<file path="config.mk">
export PLATFORM = sky130hd
export DESIGN_NAME = mux_scan_n
export DESIGN_NICKNAME = d
export VERILOG_FILES = /design/src/rtl/mux_scan_n.sv
export SDC_FILE = /design/constraint.sdc
export NUM_CORES = 1
export LEC_CHECK = 0
export CAP_MARGIN = 20
export CORE_AREA = 2 2 43 75
export DETAILED_ROUTE_END_ITERATION = 8
export DIE_AREA = 0 0 45 77
export HOLD_SLACK_MARGIN = 0.12
export PLACE_DENSITY = 0.77
export SLEW_MARGIN = 20
export SYNTH_ARGS = -nofsm -noshare
export SYNTH_HDL_FRONTEND = slang
export SYNTH_SLANG_ARGS = --single-unit
</file>
<file path="constraint.sdc">
create_clock -name clk -period 2.37 [get_ports clk]
set_clock_uncertainty 0.15 [all_clocks]
set_input_delay 0.3555 -clock clk [delete_from_list [all_inputs] [get_ports clk]]
set_output_delay 0.3555 -clock clk [all_outputs]
set_load 0.01 [all_outputs]
</file>
<file path="src/rtl/mux_scan_n.sv">
// N-channel, WIDTH-bit multiplexer with a registered output.
// Direct mode selects by S; scan mode steps an internal pointer, dwelling DWELL enabled cycles per channel.
module mux_scan_n #(
  parameter int N_CH  = 4,
  parameter int WIDTH = 8,
  parameter int SEL_W = 2,
  parameter int DWELL = 4
) (
  input  logic                    clk,
  input  logic                    rst,
  input  logic [N_CH*WIDTH-1:0]   I,
  input  logic [SEL_W-1:0]        S,
  input  logic                    mode,
  input  logic                    en,
  output logic [WIDTH-1:0]        Y,
  output logic [SEL_W-1:0]        Y_ch,
  output logic                    valid,
  output logic                    wrap
);

  localparam int DW_W = (DWELL > 1) ? $clog2(DWELL) : 1;
  localparam logic [SEL_W-1:0] LAST_CH = SEL_W'(N_CH - 1);
  localparam logic [DW_W-1:0]  LAST_DW = DW_W'(DWELL - 1);

  typedef enum logic {
    DIRECT = 1'b0,
    SCAN   = 1'b1
  } mode_e;

  logic [WIDTH-1:0] r_y;
  logic [SEL_W-1:0] r_ch;
  logic             r_valid;
  logic             r_wrap;
  logic [SEL_W-1:0] r_ptr;
  logic [DW_W-1:0]  r_dwell;

  logic [WIDTH-1:0] w_selData;
  logic             w_selInRange;
  logic [WIDTH-1:0] w_ptrData;
  logic             w_lastDwell;
  logic             w_lastCh;
  mode_e            w_mode;

  // Loop-based decode keeps out-of-range selects (non power-of-2 N_CH) from indexing past I.
  always_comb begin
    w_selData    = '0;
    w_selInRange = 1'b0;
    w_ptrData    = '0;
    for (int k = 0; k < N_CH; k++) begin
      if (S == SEL_W'(k)) begin
        w_selData    = I[k*WIDTH +: WIDTH];
        w_selInRange = 1'b1;
      end
      if (r_ptr == SEL_W'(k)) begin
        w_ptrData = I[k*WIDTH +: WIDTH];
      end
    end
  end

  assign w_lastDwell = (r_dwell == LAST_DW);
  assign w_lastCh    = (r_ptr == LAST_CH);
  assign w_mode      = mode_e'(mode);

  always_ff @(posedge clk) begin
    if (rst) begin
      r_y     <= '0;
      r_ch    <= '0;
      r_valid <= 1'b0;
      r_wrap  <= 1'b0;
      r_ptr   <= '0;
      r_dwell <= '0;
    end else if (!en) begin
      r_valid <= 1'b0;
      r_wrap  <= 1'b0;
    end else begin
      case (w_mode)
        DIRECT: begin
          r_y     <= w_selInRange ? w_selData : '0;
          r_ch    <= S;
          r_valid <= w_selInRange;
          r_wrap  <= 1'b0;
          r_ptr   <= '0;
          r_dwell <= '0;
        end
        SCAN: begin
          r_y     <= w_ptrData;
          r_ch    <= r_ptr;
          r_valid <= 1'b1;
          r_wrap  <= w_lastCh && w_lastDwell;
          if (w_lastDwell) begin
            r_dwell <= '0;
            r_ptr   <= w_lastCh ? '0 : r_ptr + SEL_W'(1);
          end else begin
            r_dwell <= r_dwell + DW_W'(1);
          end
        end
        default: begin
          r_valid <= 1'b0;
          r_wrap  <= 1'b0;
        end
      endcase
    end
  end

  assign Y     = r_y;
  assign Y_ch  = r_ch;
  assign valid = r_valid;
  assign wrap  = r_wrap;

endmodule
</file>
== Word level (Yosys, flattened, before mapping) ==
Cells that the tools add are included.

* Word-level logic and storage cells: 45
* Output and inout bits: 12
* Register bits: 16
* Bits of input ports: 38

* Bitwise logic cells: 2
* Muxes and demuxes: 22
* Reductions and logical operators: 5
* Eq/ne operators: 8
* Add/sub/neg operators: 2

{| class="wikitable"
|+ Operators with widths
! kind !! number
|-
| $mux W8 || 9
|-
| $pmux W8 S2 || 1
|-
| $pmux W2 S2 || 3
|-
| $eq A2 B2 Y1 const B || 5
|-
| $mux W2 || 3
|-
| $add A2 B1 Y2 const B || 2
|-
| $eq A2 B1 Y1 const B || 2
|-
| $logic_not A2 Y1 || 2
|-
| $mux W1 || 4
|-
| $pmux W1 S2 || 2
|-
| $ne A2 B1 Y1 const B || 1
|-
| $not A1 Y1 || 2
|-
| $reduce_and A2 Y1 || 1
|-
| $reduce_or A2 Y1 || 1
|-
| $logic_and A1 B1 Y1 || 1
|}

== Logic depth before layout (Yosys ltp) ==
* Depth in word-level cells: 7
* Gate-level depth with buffers: 8
* Depth with buffers taken out: 6

== Worst setup path before layout ==
OpenSTA, ideal clock, no wires.

* Kind: reg2reg
* Start: register r_ptr[0]
* End: register r_y[2] (netlist: Y[2])
* Cell stages (with the launch flop): 8
* Buffers on the path: 1
* Arrival: 1.531 ns
* Period minus slack after synthesis: 1.808 ns
* Slack: 0.562 ns
* Required time: 2.094 ns
* Library setup time: 0.126 ns
* Cells stage by stage: dfxtp_1 inv_1 ha_1 nor2b_4 buf_6 a221o_2 a221oi_1 nor4_1

* Word-level cells in the longest chain between the ends: 6
* Elaborated cells between the ends (all ways): 9
* Classes of those cells: eq/ne: 3; mux: 5; reduce/logical: 1

{| class="wikitable"
|+ RTL lines
! item !! line !! RTL
|-
| start, declared || 34 || <nowiki>logic [SEL_W-1:0] r_ptr;</nowiki>
|-
| start signal, assigned || 92 || <nowiki>r_ptr <= w_lastCh ? '0 : r_ptr + SEL_W'(1);</nowiki>
|-
| $logic_not A2 Y1 || 54 || <nowiki>if (r_ptr == SEL_W'(k)) begin</nowiki>
|-
| $mux W8 (3 in series) || 54 ||
|-
| $mux W8 * || 54 ||
|-
| $pmux W8 S2 * || 76 || <nowiki>case (w_mode)</nowiki>
|-
| end signal, assigned || 78 || <nowiki>r_y <= w_selInRange ? w_selData : '0;</nowiki>
|-
| end signal, assigned || 86 || <nowiki>r_y <= w_ptrData;</nowiki>
|-
| end, declared || 30 || <nowiki>logic [WIDTH-1:0] r_y;</nowiki>
|}

Mark *: on every way between the ends. The rest lies on a longest branch, timed or not.
A chain may end at the register's enable or synchronous reset.

== Final worst setup path ==
* Start: register r_ptr[0]
* End: register r_y[5] (netlist: Y[5])

Same word-level chain as after synthesis.

==> reports/qor.csv <==
stage,metric,value,unit
power,p_int,0.000557,W
floorplan,dieHeight,77,um
floorplan,fp.dieW,45,um
drt,postRouteWirelength,3160,um
logic_synthesis,synthAdderAreaFrac,5.42,%
global_routing,overflow,0,
layout,final_cell_area,1690,sq um
logic_synthesis,synth_top_family_by_area,compound AO/OA/AOI/OAI gates,
worst_setup_path,critPathMaxFanout,10,
power,p_comb_share,27.0,%
worst_setup_path,reg2reg_setup_slack,0.32,ns
worst_setup_path,reg2reg_from,r_ptr[0],
power,clockPowerShare,33.2,%
worst_setup_path,reg2reg_depth,5,
placed_design,placed_area,1630,sq um
logic_synthesis,synthTopCellsByArea,"dfxtp_1 28%, mux4_2 16%, nor2_1 5.5%, ha_1 5.4%, a221oi_1 5.3%",
drt,wl_per_cell,15.8,um
logic_synthesis,synthArstFlopShare,0,%
power,switchingPower,0.000177,W
floorplan,die_area,3470,sq um
sta,hold_viol_final,0,
sta,finalSetupViolations,0,
clock_tree,clockRootBuffer,clkbuf_8,
global_routing,grt_pass1_vias,1113,
clock_tree,h-tree-depth,1,
power,power.density,435,nW/um^2
logic_synthesis,ys_seq_area_share,27.7,%
logic_synthesis,muxShareOfSynthArea,17.3,%
logic_synthesis,yosysUniqueCellTypes,32,
worst_setup_path,crit_path_end_kind,register,
logic_synthesis,syn_inst,126,
power,ir_drop,0.183,mV
drt,antenna_left,0,
logic_synthesis,yosysMostFrequentCell,nor2_1,
worst_setup_path,slowest_delay,0.44,ns
worst_setup_path,worstPathCellList,ha_1 -> nor2b_4 -> a221o_2 -> a221oi_1 -> nor4_1,
sta,relSlewSlack,62.2,%
layout,drive_gt1_share,13.4,%
floorplan,io_pins,50,
clock_tree,clk_pin_slew_worst_paths,0.06,ns
sta,layout_worst_path_cycle_share,86.5,%
clock_tree,cts_num_sinks,16,
power,switching_share,24.1,%
sta,period_needed,2.05,ns
sta,max_freq,488,MHz
sta,hold_slack,0.338,ns
placed_design,pre_cts_ws,0.327,ns
hold_path,hp-start,Y[4],
sta,worst_slack,0.321,ns
logic_synthesis,yosysWarnings,0,
sta,drv_slew,0,
placed_design,gp_congestion,0.889,
placed_design,io_buffer_count,49,
layout,antenna_cells,0,
power,seq_power_share,39.8,%
clock_tree,postCtsHoldBufs,0,
placed_design,dp_hpwl,2510,um
run_status,status,"complete, no violations",
floorplan,start_util,40.3,%
worst_setup_path,arrival,2.01,ns
worst_setup_path,cp-start-kind,register,
global_routing,grt_max_degree,17,
logic_synthesis,ys_ff_latch,16,
clock_tree,post_cts_buffers,0,
layout,seqCellArea,320,sq um
worst_setup_path,reg2reg_to,Y[5],
floorplan,core-area,2860,sq um
layout,nFillCells,252,
logic_synthesis,synthXorXnorAreaFrac,0,%
worst_setup_path,crit_start,r_ptr[0],
worst_setup_path,crit_path_end,Y[5],
logic_synthesis,avgSynthCellArea,9.17,sq um
floorplan,num_rows,26,
worst_setup_path,cp_slowest_cell,ha_1,
clock_tree,cts_made_buffers,3,
global_routing,antenna_found_initial,0,
global_routing,grt_pass1_wl,4990,um
sta,rsz0062_at_grt,no,
logic_synthesis,yosys.area.top_type,dfxtp_1,
clock_tree,cts_tree,built,
drt,drc_errors,0,
drt,drt_iter0_markers,35,
clock_tree,cts_buffer_depth,2,
drt,via_per_inst,5.80,
clock_tree,clk_latency,0.25,ns
logic_synthesis,synthFlopType,dfxtp_1,
global_routing,grt_usage,18.8,%
logic_synthesis,synth_edf_count,0,
logic_synthesis,synth_compound_area_share,22.2,%
worst_setup_path,critical_path_class,register to register,
drt,dr.pass1.iters,4,
logic_synthesis,netlist_area,1150,sq um
layout,finalNetCount,216,
sta,worstMarginPinSlew,0.565,ns
logic_synthesis,ys_top_cells_by_count,"17 x nor2_1, 16 x dfxtp_1, 10 x a21oi_1",
hold_path,hold_path_class,register to register,
logic_synthesis,yosys.area.top_type_share,27.7,%
power,p_leak,0.642,nW
worst_setup_path,cp.required,2.33,ns
sta,tns,0,ns
run,drv_cap,0,
logic_synthesis,yosys.area_share.simple,17.6,%
clock_tree,ctsResizeCount,0,
layout,multi_input_area,722,sq um
layout,syn2layout_area_growth,46.0,%
logic_synthesis,synth_nets,169,
drt,num_vias,1160,
==> worst min path at each step <==
stage | cells after the start | to | slack, ns
after floorplan | 1 | valid | 0.28
after global placement | 2 | r_dwell[1] | 0.31
after detailed placement | 2 | Y[4] | 0.33
after CTS | 2 | Y[4] | 0.34
after global routing | 2 | Y[5] | 0.36
final | 2 | Y[4] | 0.34
==> sequential cells by signal, indices dropped and copies added (netlist names) <==
signal	count
Y	8
Y_ch	2
r_dwell	2
r_ptr	2
valid	1
wrap	1
==> cell type report <==
| cell class | count | area share, % |
|---|---|---|
| sequential | 16 | 19.0 |
| tap | 28 | 2.08 |
| multi-input combinational | 90 | 42.8 |
| clock buffer | 4 | 3.26 |
| inverter | 9 | 2.00 |
| timing repair buffer | 53 | 30.9 |
==> critical path: cells and delay by family (launching register included) <==
family / cells / cell delay, ns
adder cells (fa/ha/maj): 1 / 0.44
AND/OR/NAND/NOR: 2 / 0.22
flip-flops: 1 / 0.43
AO/OA/AOI/OAI: 2 / 0.67
==> power by group through the flow <==
stage	combinational (W)	clock [W]	sequential (W)
floorplan	0.0000814	0	0.000304
global route	0.000212	0.000255	0.000294
global placement	0.000194	0	0.000298
detailed placement	0.000197	0	0.000298
CTS	0.000198	0.000242	0.000292
finish	0.000198	0.000244	0.000292
==> stage by stage <==
stage	util, %	power, W	instances
after floorplan	-	0.000385	126
final	58.9	0.000734	200
after CTS	58.9	0.000732	200
after global placement	57.0	0.000491	196
after detailed placement	57.0	0.000495	196
after global routing	58.9	0.000760	200
==> logic make-up (layout without fill, tap and decap cells) <==
kind of cell	count (synthesis)	count (layout)
flops	16	16
simple gates	41	41
compound gates	34	34
mux	10	10
buf+inv	20	66
fa+ha+maj	5	5
==> layer usage <==
metal  GRT usage (%)  up-vias  share of wire [%]  routed length, um
met2            32.0       45                 53               1690
met5               0        -                  0                  0
li1                -      565                  -                  -
met4            9.41        0                2.0                 63
met1            22.5      545                 41               1310
met3           0.941        5                3.3                103
==> cells in the final DEF, fill, tap and decap left out <==
cell             netlist  routed
nand3_1                2       2
nor2_1                17      17
a311oi_1               1       1
inv_1                  9       9
a221oi_1               7       7
nand3b_1               1       1
clkbuf_8               0       4
o31a_1                 2       2
nand2b_1               2       2
o21ai_0                2       2
or2_2                  1       1
nor2b_4                1       1
clkdlybuf4s50_1        0      49
nor4_1                 5       5
mux2i_1                2       2
a21oi_1               10      10
dfxtp_1               16      16
o22ai_1                3       3
nor3_1                 1       1
buf_4                  1       4
a211oi_1               4       4
nor2b_1                1       1
a221o_2                4       4
nand4_1                1       1
or2b_1                 1       1
ha_1                   5       5
mux4_2                 8       8
a221oi_2               1       1
nand2_1                7       7
or3_1                  1       1
(Power assumes the default switching activity.)
